$ cat src/rtl/fetch_sequencer.sv
// Instruction fetch and sequencing stage: owns the PC and the instruction register,
// fetches one-byte instructions over the shared memory bus and steps each one
// through FETCH, EXEC and, for lb/sb, a MEM access on the same bus.
module fetch_sequencer #(
  parameter int unsigned            ADDR_WIDTH = 8,
  parameter logic [ADDR_WIDTH-1:0]  RESET_PC   = '0
) (
  input  logic                  clk,
  input  logic                  rst_n,
  output logic                  mem_req,
  output logic                  mem_we,
  output logic [ADDR_WIDTH-1:0] mem_addr,
  input  logic                  mem_ready,
  input  logic [7:0]            mem_rdata,
  input  logic [ADDR_WIDTH-1:0] data_addr,
  input  logic                  pc_load,
  input  logic [ADDR_WIDTH-1:0] pc_next,
  output logic [ADDR_WIDTH-1:0] pc,
  output logic [4:0]            opcode,
  output logic [2:0]            operand,
  output logic                  exec_en,
  output logic                  mem_done
);

  typedef enum logic [1:0] {StIdle, StFetch, StExec, StMem} state_e;

  state_e                state_q;
  logic [ADDR_WIDTH-1:0] pc_q;
  logic [7:0]            ir_q;
  logic                  is_lb;
  logic                  is_sb;
  logic                  is_mem_op;

  // Local decode of the two bus-accessing opcodes (opcode[4:1] == IR[7:4]).
  always_comb begin
    is_lb     = (ir_q[7:4] == 4'b1001);
    is_sb     = (ir_q[7:4] == 4'b1010);
    is_mem_op = is_lb | is_sb;
  end

  // Sequencer state, PC and IR; reset abandons any in-flight access.
  always_ff @(posedge clk or negedge rst_n) begin
    if (!rst_n) begin
      state_q <= StIdle;
      pc_q    <= RESET_PC;
      ir_q    <= 8'h00;
    end else begin
      unique case (state_q)
        StIdle: state_q <= StFetch;
        StFetch: begin
          if (mem_ready) begin
            ir_q    <= mem_rdata;
            pc_q    <= pc_q + ADDR_WIDTH'(1);
            state_q <= StExec;
          end
        end
        StExec: begin
          if (is_mem_op) begin
            // pc_load is deliberately ignored for lb/sb.
            state_q <= StMem;
          end else begin
            if (pc_load) begin
              pc_q <= pc_next;
            end
            state_q <= StFetch;
          end
        end
        StMem: begin
          if (mem_ready) begin
            state_q <= StFetch;
          end
        end
        default: state_q <= StIdle;
      endcase
    end
  end

  // Moore bus/strobe outputs decoded from state; mem_done also qualifies on mem_ready.
  always_comb begin
    mem_req  = 1'b0;
    mem_we   = 1'b0;
    mem_addr = pc_q;
    exec_en  = 1'b0;
    mem_done = 1'b0;
    unique case (state_q)
      StIdle: ;
      StFetch: mem_req = 1'b1;
      StExec: exec_en = 1'b1;
      StMem: begin
        mem_req  = 1'b1;
        mem_we   = is_sb;
        mem_addr = data_addr;
        mem_done = mem_ready;
      end
      default: ;
    endcase
  end

  // IR fields and PC straight from registers.
  always_comb begin
    pc      = pc_q;
    opcode  = ir_q[7:3];
    operand = ir_q[2:0];
  end

endmodule

$ cat config.mk
export PLATFORM = sky130hd
export DESIGN_NAME = fetch_sequencer
export DESIGN_NICKNAME = d
export VERILOG_FILES = /design/src/rtl/fetch_sequencer.sv
export SDC_FILE = /design/constraint.sdc
export NUM_CORES = 1
export LEC_CHECK = 0
export CAP_MARGIN = 20
export CORE_ASPECT_RATIO = 1.75
export CORE_UTILIZATION = 41
export CTS_BUF_LIST = sky130_fd_sc_hd__clkbuf_8
export DETAILED_ROUTE_END_ITERATION = 12
export PLACE_DENSITY = 0.9
export SKIP_CTS_REPAIR_TIMING = 1
export SLEW_MARGIN = 10
export SYNTH_ARGS = -nofsm -noshare
export SYNTH_HDL_FRONTEND = slang
export SYNTH_SLANG_ARGS = --single-unit
export TNS_END_PERCENT = 5
$ cat constraint.sdc
create_clock -name clk -period 2.15 [get_ports clk]
set_input_delay 0.5375 -clock clk [delete_from_list [all_inputs] [get_ports clk]]
set_output_delay 0.5375 -clock clk [all_outputs]
set_load 0.005 [all_outputs]
After elaboration in Yosys (flattened, before gate mapping):

Cells that the tools add are included.

* mux-type cells: 13
* equality and inequality tests: 9
* add/sub/neg operators: 1
* bitwise gates (word level): 1
* reduce and logical (&&, ||, !) cells: 6

Operators by type and width (count)
* two-way mux 8 bit: 4
* one-hot mux 8 bit (2 select lines): 1
* adder 8 x 1 -> 8 bit, second input constant: 1
* equality test 4 bit, second input constant: 2
* != test 2 bit, second input constant: 4
* one-hot mux 2 bit (4 select lines): 1
* two-way mux 2 bit: 3
* equality test 2 bit, second input constant: 2
* two-way mux 1 bit: 4
* AND reduction 2 bit: 2
* AND reduction 4 bit: 1
* equality test 2 x 1 -> 1 bit, second input constant: 1
* zero test 2 bit: 1
* nonzero test 2 bit: 1
* OR reduction 2 bit: 1
* OR 1 bit: 1

* bits of input ports: 28
* output and inout bits: 28
* flip-flop bits (word level): 18
* logic and storage cells: 33

Depth between registers and ports, before layout:

* depth in word-level cells: 4
* gate-level depth with buffers: 7
* gate-level depth less buffers: 6

Worst setup path after synthesis:

No wires, ideal clock.

* path kind: reg2out
* start: register state_q[0]
* end: output port mem_addr[0]
* arrival: 1.238 ns
* path slack: 0.375 ns
* stages on the path, launching flop included: 4
* cell sequence: dfrtp_1 ha_1 clkbuf_1 mux2_2

* longest elaborated chain between the ends: 2

Ends and longest elaborated chain
* start, declared: line 27 `state_e state_q;`
* start signal, assigned: line 44 `state_q <= StIdle;`
* start signal, assigned: line 49 `StIdle: state_q <= StFetch;`
* start signal, assigned: line 54 `state_q <= StExec;`
* equality test 2 bit: line 85 `unique case (state_q)`
* two-way mux 8 bit: line 85
* end, declared: line 12 `output logic [ADDR_WIDTH-1:0] mem_addr,`

Every way passes these cells.

Worst setup path after layout:

* start: register ir_q[6]
* end: output port mem_we

* longest elaborated chain between the ends: 2

Ends and longest elaborated chain
* start, declared: line 29 `logic [7:0] ir_q;`
* start signal, assigned: line 52 `ir_q <= mem_rdata;`
* equality test 4 bit: line 37 `is_sb = (ir_q[7:4] == 4'b1010);`
* two-way mux 1 bit: line 85
* end, declared: line 11 `output logic mem_we,`

Every way passes these cells.

==> flow_metrics.py <==
metrics = {
    "synth": {
        "syn-num-nets": 138,
        "synth_edf_count": 0,
        "yosys.area.top_type": "dfrtp_1",
        "synth_cells": 105,
        "synth_top_area_share": 0.4143,
        "async_reset_ff_frac": 1.000,
        "ys_ff_latch": 18,
        "yosys_warnings": 0,
        "synth_ff_type": "dfrtp_1",
        "synth_area_mm2": 0.001087,
        "yosysUniqueCellTypes": 30,
        "synthTopCellsByArea": "dfrtp_1 (41%), mux2_2 (16%), ha_1 (5.8%)",
        "synth_seq_area_share": 0.4143,
        "syn-mean-instance-area_um2": 10.36,
    },
    "power_and_ir_drop": {
        "power_density_mw_per_mm2": 1316,
        "power_mw": 2.379,
        "peakVddDrop_mv": 1.013,
        "cellLeakagePower_nw": 0.8060,
    },
    "layout": {
        "n_antenna_cell": 0,
        "drive_gt1_frac": 0.1916,
        "final_nets": 201,
        "syn_to_final_growth_pct": 66.28,
        "layout_common_cells": "clkdlybuf4s50_1 (45), dfrtp_1 (18), mux2_2 (15)",
        "finalNonFillerCells": 193,
        "final_common_cell": "clkdlybuf4s50_1",
    },
    "grt": {
        "grt-ovfl-total": 0,
        "antenna_found_initial": 0,
        "grt_pass1_wl_um": 5037,
        "grt_pass1_vias": 1137,
        "grt_util_all_layers": 0.2481,
        "grt_max_degree": 24,
    },
    "clock_network": {
        "cts_tree": "done",
        "cts_max_path_buffers": 2,
        "root_buffer": "clkbuf_8",
        "numCtsBuffers": 3,
        "clock_latency_ps": 260,
        "cts_sinks": 18,
        "cts-htree-levels": 1,
        "clk_pin_slew_ps": 70,
    },
    "timing": {
        "fmax_ghz": 0.4482,
        "period_share": 1.038,
        "clock-skew-final_ps": 1.681,
        "slew-limit-headroom": 0.6295,
        "setup_viol": 3,
        "fin_crit_ps": 2231,
        "finalHoldViolations": 0,
        "tightest_slew_ps": 540.4,
        "rsz0062_at_grt": "true",
        "fin_ws_ps": -81.05,
        "drv_slew": 0,
    },
    "floorplanning": {
        "die_area_mm2": 0.002870,
        "initial_utilization": 0.4362,
        "pin_count": 56,
        "die_w_um": 40.93,
        "fp.dieH_um": 70.13,
        "coreArea_mm2": 0.002492,
        "rows": 24,
    },
    "status": {
        "status": "complete, but fails checks",
        "failed_checks": "negative setup slack",
    },
    "drt": {
        "routed_wl_um": 3438,
        "drc": 0,
        "avgViaCountPerCell": 5.855,
        "post_drt_wl_per_cell_um": 17.81,
        "drtAntennaViolNets": 0,
        "dr.pass1.iters": 4,
        "drt_iter0_drc": 41,
        "vias": 1130,
    },
    "critical_path": {
        "critical_path_arrival_ps": 1690,
        "cp_max_fo": 4,
        "end_kind": "output port",
        "regToRegSetupSlack_ps": -20,
        "critPathKind": "reg -> out",
        "critPathLaunchType": "flop",
        "critPathRequiredTime_ps": 1610,
    },
    "place": {
        "io_buffers": 55,
        "hpwl_um": 2444,
        "gp_congestion": 0.7944,
        "placed_cells": 189,
    },
    "worst_hold_path": {
        "min_path_type": "reg -> reg",
    },
    "run": {
        "drv_cap": 0,
    },
}
-- logic make-up after synthesis --
family / share of synthesized area
simple gates: 0.1450
compound gates: 0.1542
mux: 0.1922
flops: 0.4143
buf+inv: 0.02877
fa+ha+maj: 0.05754
xor+xnor: 0.008057
-- cells in the mapped netlist, drive strengths merged (2+ instances only) --
cell type and count:
dfrtp 18, nor4 4, o2bb2ai 2, nand2 8, a31oi 3, nor2b 4
inv 3, clkbuf 2, mux2i 4, ha 5, buf 3, nand3 5
a21oi 5, o21ai 11, mux2 15
-- through the flow --
step | hold WS [ps] | setup WS [ps] | util | TNS, ps | cell area [µm²]
floorplan | 241.9 | 374.8 | - | 0 | 1087
global placement | 488.2 | -30.11 | 0.6862 | -194.0 | 1710
detailed placement | 496.8 | -83.01 | 0.6862 | -438.8 | 1710
CTS | 509.0 | -393.4 | 0.7083 | -3487 | 1765
global route | 526.5 | -126.4 | 0.7254 | -542.9 | 1808
finish | 503.1 | -81.05 | 0.7254 | -107.8 | 1808
-- routing by layer --
metal,track usage,share of wire
met1,0.2857,0.35
met2,0.4028,0.56
met3,0.07619,0.077
met4,0.08889,0.014
met5,0,0
-- area by class of cell --
cell class                      instances  area (µm²)
Clock buffer                            4       55.05
Fill cell                             165       684.4
Inverter                                3       11.26
Multi-Input combinational cell         79       623.1
Sequential cell                        18       450.4
Tap cell                               26       32.53
Timing Repair Buffer                   63       635.6
-- worst max-delay path, stage by stage (launching register included) --
cell,delay [ps]
dfrtp_1,400
nor2b_2,260
and4b_1,240
clkdlybuf4s50_1,530
-- final timing paths --
| check | start | cells after the start | endpoint |
|---|---|---|---|
| hold / removal | ir_q[3]$_DFFE_PN0P_ | 1 | ir_q[3]$_DFFE_PN0P_ |
| setup / recovery | ir_q[6]$_DFFE_PN0P_ | 3 | mem_we |
| max in group asynchronous | rst_n | 2 | pc[4]$_DFFE_PN0P_ |
| hold reg to reg | ir_q[3]$_DFFE_PN0P_ | 1 | ir_q[3]$_DFFE_PN0P_ |
| setup reg to reg | state_q[1]$_DFFE_PN0P_ | 7 | pc[1]$_DFFE_PN0P_ |
| min in group asynchronous | rst_n | 2 | ir_q[6]$_DFFE_PN0P_ |
-- power by group --
group / leakage, nW / internal [mW] / switching, mW
Sequential: 0.214 / 0.500 / 0.185
Combinational: 0.564 / 0.816 / 0.598
Clock: 0.0288 / 0.163 / 0.117
Total: 0.806 / 1.48 / 0.900
-- sequential cells by signal, indices dropped and copies added (netlist names) --
signal	count
state_q	2
pc	8
ir_q	8
No activity file was read; power rests on OpenSTA's default activity.
==> edit 1 (config.mk and constraints unchanged) <==
Make the reset (`rst_n`) synchronous in one clocked block.
--- a/src/rtl/fetch_sequencer.sv
+++ b/src/rtl/fetch_sequencer.sv
@@ -39,7 +39,7 @@
   end
 
   // Sequencer state, PC and IR; reset abandons any in-flight access.
-  always_ff @(posedge clk or negedge rst_n) begin
+  always_ff @(posedge clk) begin
     if (!rst_n) begin
       state_q <= StIdle;
       pc_q    <= RESET_PC;
Behaviour: differs if rst_n is asserted again (counterexample within 4 cycles, from zero or initial values and one cycle with rst_n low); with rst_n held inactive, the same outputs for 10 cycles.
==> edit 1 against the original RTL <==
  * Die area increased by 2.4%
  * Worst hold slack worse by 0.027 ns
  * Area after synthesis up 2.5%
  * Wire length is 0.38% lower
  * Final cell count up 15%
  * Setup slack improved by 0.14 ns
  * Design area up 2.8%
  * Sequential cell count unchanged
  * Synthesized cell count up 28%
Power is not compared: it rests on default switching activity, and its combinational part moved more than twofold at a synthesized area within 25%.
==> edit 1: results (changes against the original RTL) <==
outcome: finished, final reports clean
yosys warns: 0 (unchanged)
CTS buffer count: 3 (unchanged)
Synth Area in Compound Gates: 24.2% (+8.8 points)
VDD IR max: 456 uV
Seq/Total Area, Yosys: 32.3% (-9.1 points)
post-synth cell types: 36 (+20%)
Fill cells: 176 (+6.7%)
mux cell area share after synthesis: 9.88% (-9.3 points)
critical path arrival: 1.56 ns (-0.13 ns)
clk_skew: 0.00110 ns (-0.000579 ns)
Async S/R FF share, synth: 0% (-100 points)
Worst setup endpoint: exec_en
Mapped Nets: 167 (+21%)
crit path from: state_q[0]
Adder-Cell Fraction of Synth Area: 5.61% (-0.14 points)
synth top area cells: dfxtp_1, mux2_2, nand2_1, nand3_1, a21boi_0
ys flop type: dfxtp_1
nets: 229 (+14%)
Placed Area: 0.00176 mm^2 (+2.6%)
Placer Congestion: 0.732 (-7.9%)
Synth top cells by count: nand2_1, dfxtp_1, nand3_1
setup slack, reg-to-reg: 0.18 ns (+0.20 ns)
slew margin rel.: 67.9% (+5.0 points)
Via density: 5.74 (-2.0%)
first-pass GRT wire length: 5720 um (+14%)
fraction of layout cells with a size suffix above 1: 15.4% (-3.8 points)
Crit path largest cell delay: 0.51 ns (-0.02 ns)
worst r2r dst: pc[5]
drt first-iter violations: 26 (-37%)
diode count: 0 (unchanged)
critical path peak fanout: 5 (+1)
H-tree depth: 1 (unchanged)
gr usage total: 24.7% (-0.078 points)
DP HPWL: 2620 um (+7.0%)
Synth Area in XOR/XNOR: 0.786% (-0.020 points)
edit 1: cell types whose count changed in the layout (fill, tap and decap cells not counted), sizes merged, moves of 3 or more:
cell,delta
dfrtp,-18
dfxtp,+18
nand2,+14
a21boi,+11
nand3,+9
mux2,-7
o21ai,-6
nor2,+5
a21oi,-4
buf,+3
nor4,-3
edit 1: worst reg2reg max path, stage by stage (launching register included):
cell and delay (ns):
dfxtp_2 0.36, buf_4 0.14, ha_1 0.18, buf_4 0.19, mux2i_1 0.41, a311o_1 0.32
o21ai_0 0.12, a21boi_0 0.18
edit 1: logic make-up after synthesis:
family,after synthesis
and+or+nand+nor,55
xor gates and xnor gates,1
muxes,10
AOI/OAI and AO/OA,34
buffers and inverters,11
DFF,18
adders and majority gates,5
edit 1: area by class of cell:
type                            count  area, um^2  share of cell area [%]
Inverter                            2        7.51                   0.404
Multi-Input combinational cell    105         724                    39.0
Clock buffer                        4        55.1                    2.96
Timing Repair Buffer               66         673                    36.2
Tap cell                           26        32.5                    1.75
Sequential cell                    18         365                    19.7
edit 1: worst min-delay path by stage:
stage	cells after the start	startpoint	slack, ns	endpoint
2_1_floorplan	2	ir_q[0]	0.46	ir_q[0]
3_3_place_gp	2	ir_q[2]	0.45	ir_q[2]
3_5_place_dp	2	ir_q[2]	0.47	ir_q[2]
4_1_cts	2	ir_q[2]	0.48	ir_q[2]
5_1_grt	2	ir_q[2]	0.51	ir_q[2]
6_report	2	ir_q[3]	0.48	ir_q[3]
edit 1: per-layer routing:
metal / global-route usage (%) / part of all wire, % / vias up
met2: 46.5 / 55 / 63
met5: 0 / 0 / -
met3: 4.59 / 6.0 / 11
met4: 13.3 / 2.9 / 0
li1: - / - / 606
met1: 24.6 / 36 / 588
edit 1: where the power goes:
group          switching [W]  internal, W
registers          0.0000214     0.000353
logic               0.000113     0.000156
clock network       0.000115     0.000163
edit 1: stage by stage:
step / hold slack, ns / cells / worst slack (ns) / utilization, % / power (W)
final: 0.476 / 221 / 0.0543 / 73.7 / 0.000921
after floorplan: 0.460 / 134 / 0.390 / - / 0.000491
after CTS: 0.481 / 221 / -0.208 / 71.8 / 0.000928
after global placement: 0.452 / 217 / -0.151 / 69.6 / 0.000632
after detailed placement: 0.470 / 217 / -0.162 / 69.6 / 0.000647
after global routing: 0.509 / 221 / -0.0368 / 73.7 / 0.000973
==> edit 2 (config.mk and constraints unchanged) <==
Without the edit above. Set the parameter `ADDR_WIDTH` to 6 (it was 8).
--- a/src/rtl/fetch_sequencer.sv
+++ b/src/rtl/fetch_sequencer.sv
@@ -2,7 +2,7 @@
 // fetches one-byte instructions over the shared memory bus and steps each one
 // through FETCH, EXEC and, for lb/sb, a MEM access on the same bus.
 module fetch_sequencer #(
-  parameter int unsigned            ADDR_WIDTH = 8,
+  parameter int unsigned            ADDR_WIDTH = 6,
   parameter logic [ADDR_WIDTH-1:0]  RESET_PC   = '0
 ) (
   input  logic                  clk,
Interface: changed (resized data_addr, mem_addr, pc and pc_next); port bits go from 56 to 48. The function was not compared with the original's and may differ.
==> edit 2 against the original RTL <==
  * The run still ends with setup timing left
  * Wire length fell by 28%
  * Power fell by 13%
  * Area after synthesis fell by 14%
  * Count of clock-buffer cells in the layout did not move
  * Design area fell by 12%
  * Setup slack got worse by 0.020 ns
  * Global-route usage fell by 2.9 points
  * Sequential cell count fell by 2
  * Critical path type unchanged
  * Largest power group unchanged
  * Highest routed layer unchanged
==> edit 2: results (changes against the original RTL) <==
Adder-Cell Fraction of Synth Area: 6.68% (+0.93 points)
fraction of layout cells with a size suffix above 1: 22.4% (+3.2 points)
gr usage total: 21.9% (-2.9 points)
post-synth cell types: 26 (-13%)
final WL: 2470 um (-28%)
Min-Delay Path Class: flop to flop
Seq/Total Area, Yosys: 42.8% (+1.4 points)
critical path peak fanout: 9 (+5)
nets: 173 (-14%)
Crit path largest cell delay: 0.45 ns (-0.08 ns)
port buffer count: 47 (-15%)
synth top area cells: dfrtp_1, mux2_2, ha_1, mux2i_1, nand3_1
CTS max path bufs: 2 (unchanged)
Synth Area in XOR/XNOR: 0.936% (+0.13 points)
Synth top cells by count: dfrtp_1, mux2_2, nand2_1
largest net degree at the start of global routing: 19 (-21%)
outcome: complete, but fails checks
Final setup viols: 1 (-2)
first-pass GRT wire length: 3930 um (-22%)
leakage: 0.707 nW (-12%)
mux cell area share after synthesis: 20.1% (+0.84 points)
Clk Tree Root Cell: clkbuf_8
vias in the first global route: 903 (-21%)
Mapped Nets: 118 (-14%)
drt first-iter violations: 16 (-61%)
Async S/R FF share, synth: 100% (unchanged)
DP HPWL: 1800 um (-26%)
Final WS setup: -0.101 ns (-0.0196 ns)
Worst-Margin Slew: 0.484 ns (-0.0567 ns)
vias post-DR: 907 (-20%)
Synth Area in Compound Gates: 9.89% (-5.5 points)
VDD IR max: 857 uV (-15%)
Placer Congestion: 0.815 (+2.6%)
clk_skew: 0.00705 ns (+0.00537 ns)
critical path arrival: 1.71 ns (+0.02 ns)
failing checks: setup timing
Placed Area: 0.00146 mm^2 (-14%)
Largest register FFs: 8
-- edit 2: cell types whose count changed after synthesis, sizes merged, moves of 2 or more --
| cell | change |
|---|---|
| o21ai | -7 |
| nor2 | +4 |
| nor4 | -4 |
| a21oi | -3 |
| a32oi | +2 |
| dfrtp | -2 |
| o2bb2ai | -2 |
| or4 | +2 |
-- edit 2: routing by layer --
layer / track usage (%) / share of wire [%]
met1: 24.5 / 38
met2: 38.8 / 58
met3: 3.38 / 3.0
met4: 9.38 / 0.97
met5: 0 / 0
-- edit 2: worst paths after layout --
check | from | end | slack (ns) | depth (start not counted)
worst max-delay path | state_q[1] | mem_addr[4] | -0.10 | 4
worst min-delay path | ir_q[2] | ir_q[2] | 0.51 | 1
worst max register to register | state_q[0] | pc[5] | 0.17 | 7
worst min register to register | ir_q[2] | ir_q[2] | 0.51 | 1
max in group asynchronous | rst_n | state_q[0] | 1.36 | 2
min in group asynchronous | rst_n | pc[0] | 0.61 | 2
-- edit 2: final cells by class --
| cell class | instances | area [um^2] |
|---|---|---|
| repair buffers | 54 | 556 |
| multi-input cells | 66 | 543 |
| fillers | 145 | 524 |
| flip-flops and latches | 16 | 400 |
| clock buffers | 4 | 55.1 |
| well taps | 24 | 30.0 |
| inverters | 3 | 11.3 |
-- edit 2: kinds of logic after synthesis --
family	count (synthesis)
and+or+nand+nor	29
buffers and inverters	7
muxes	17
adders and majority gates	5
DFF	16
AOI/OAI and AO/OA	14
xor gates and xnor gates	1
-- edit 2: where the power goes --
part / total [W] / switching, W / internal (W)
clock: 0.000260 / 0.0000978 / 0.000162
combinational: 0.00121 / 0.000471 / 0.000741
sequential: 0.000600 / 0.000155 / 0.000445
total: 0.00207 / 0.000725 / 0.00135
-- edit 2: critical path: cells and delay by family, from the launching register on --
kind / cells / cell delay (ns)
multiplexers: 1 / 0.33
adder cells (fa/ha/maj): 1 / 0.16
flip-flops: 1 / 0.41
buffers and inverters: 2 / 0.57
-- edit 2: per-stage QoR --
stage / TNS, ns / setup WS (ns) / instances
6_report: -0.101 / -0.101 / 167
5_1_grt: -0.167 / -0.167 / 167
4_1_cts: -1.32 / -0.190 / 165
3_5_place_dp: -0.373 / -0.0727 / 161
3_3_place_gp: -0.0995 / -0.0207 / 161
2_1_floorplan: 0 / 0.159 / 89
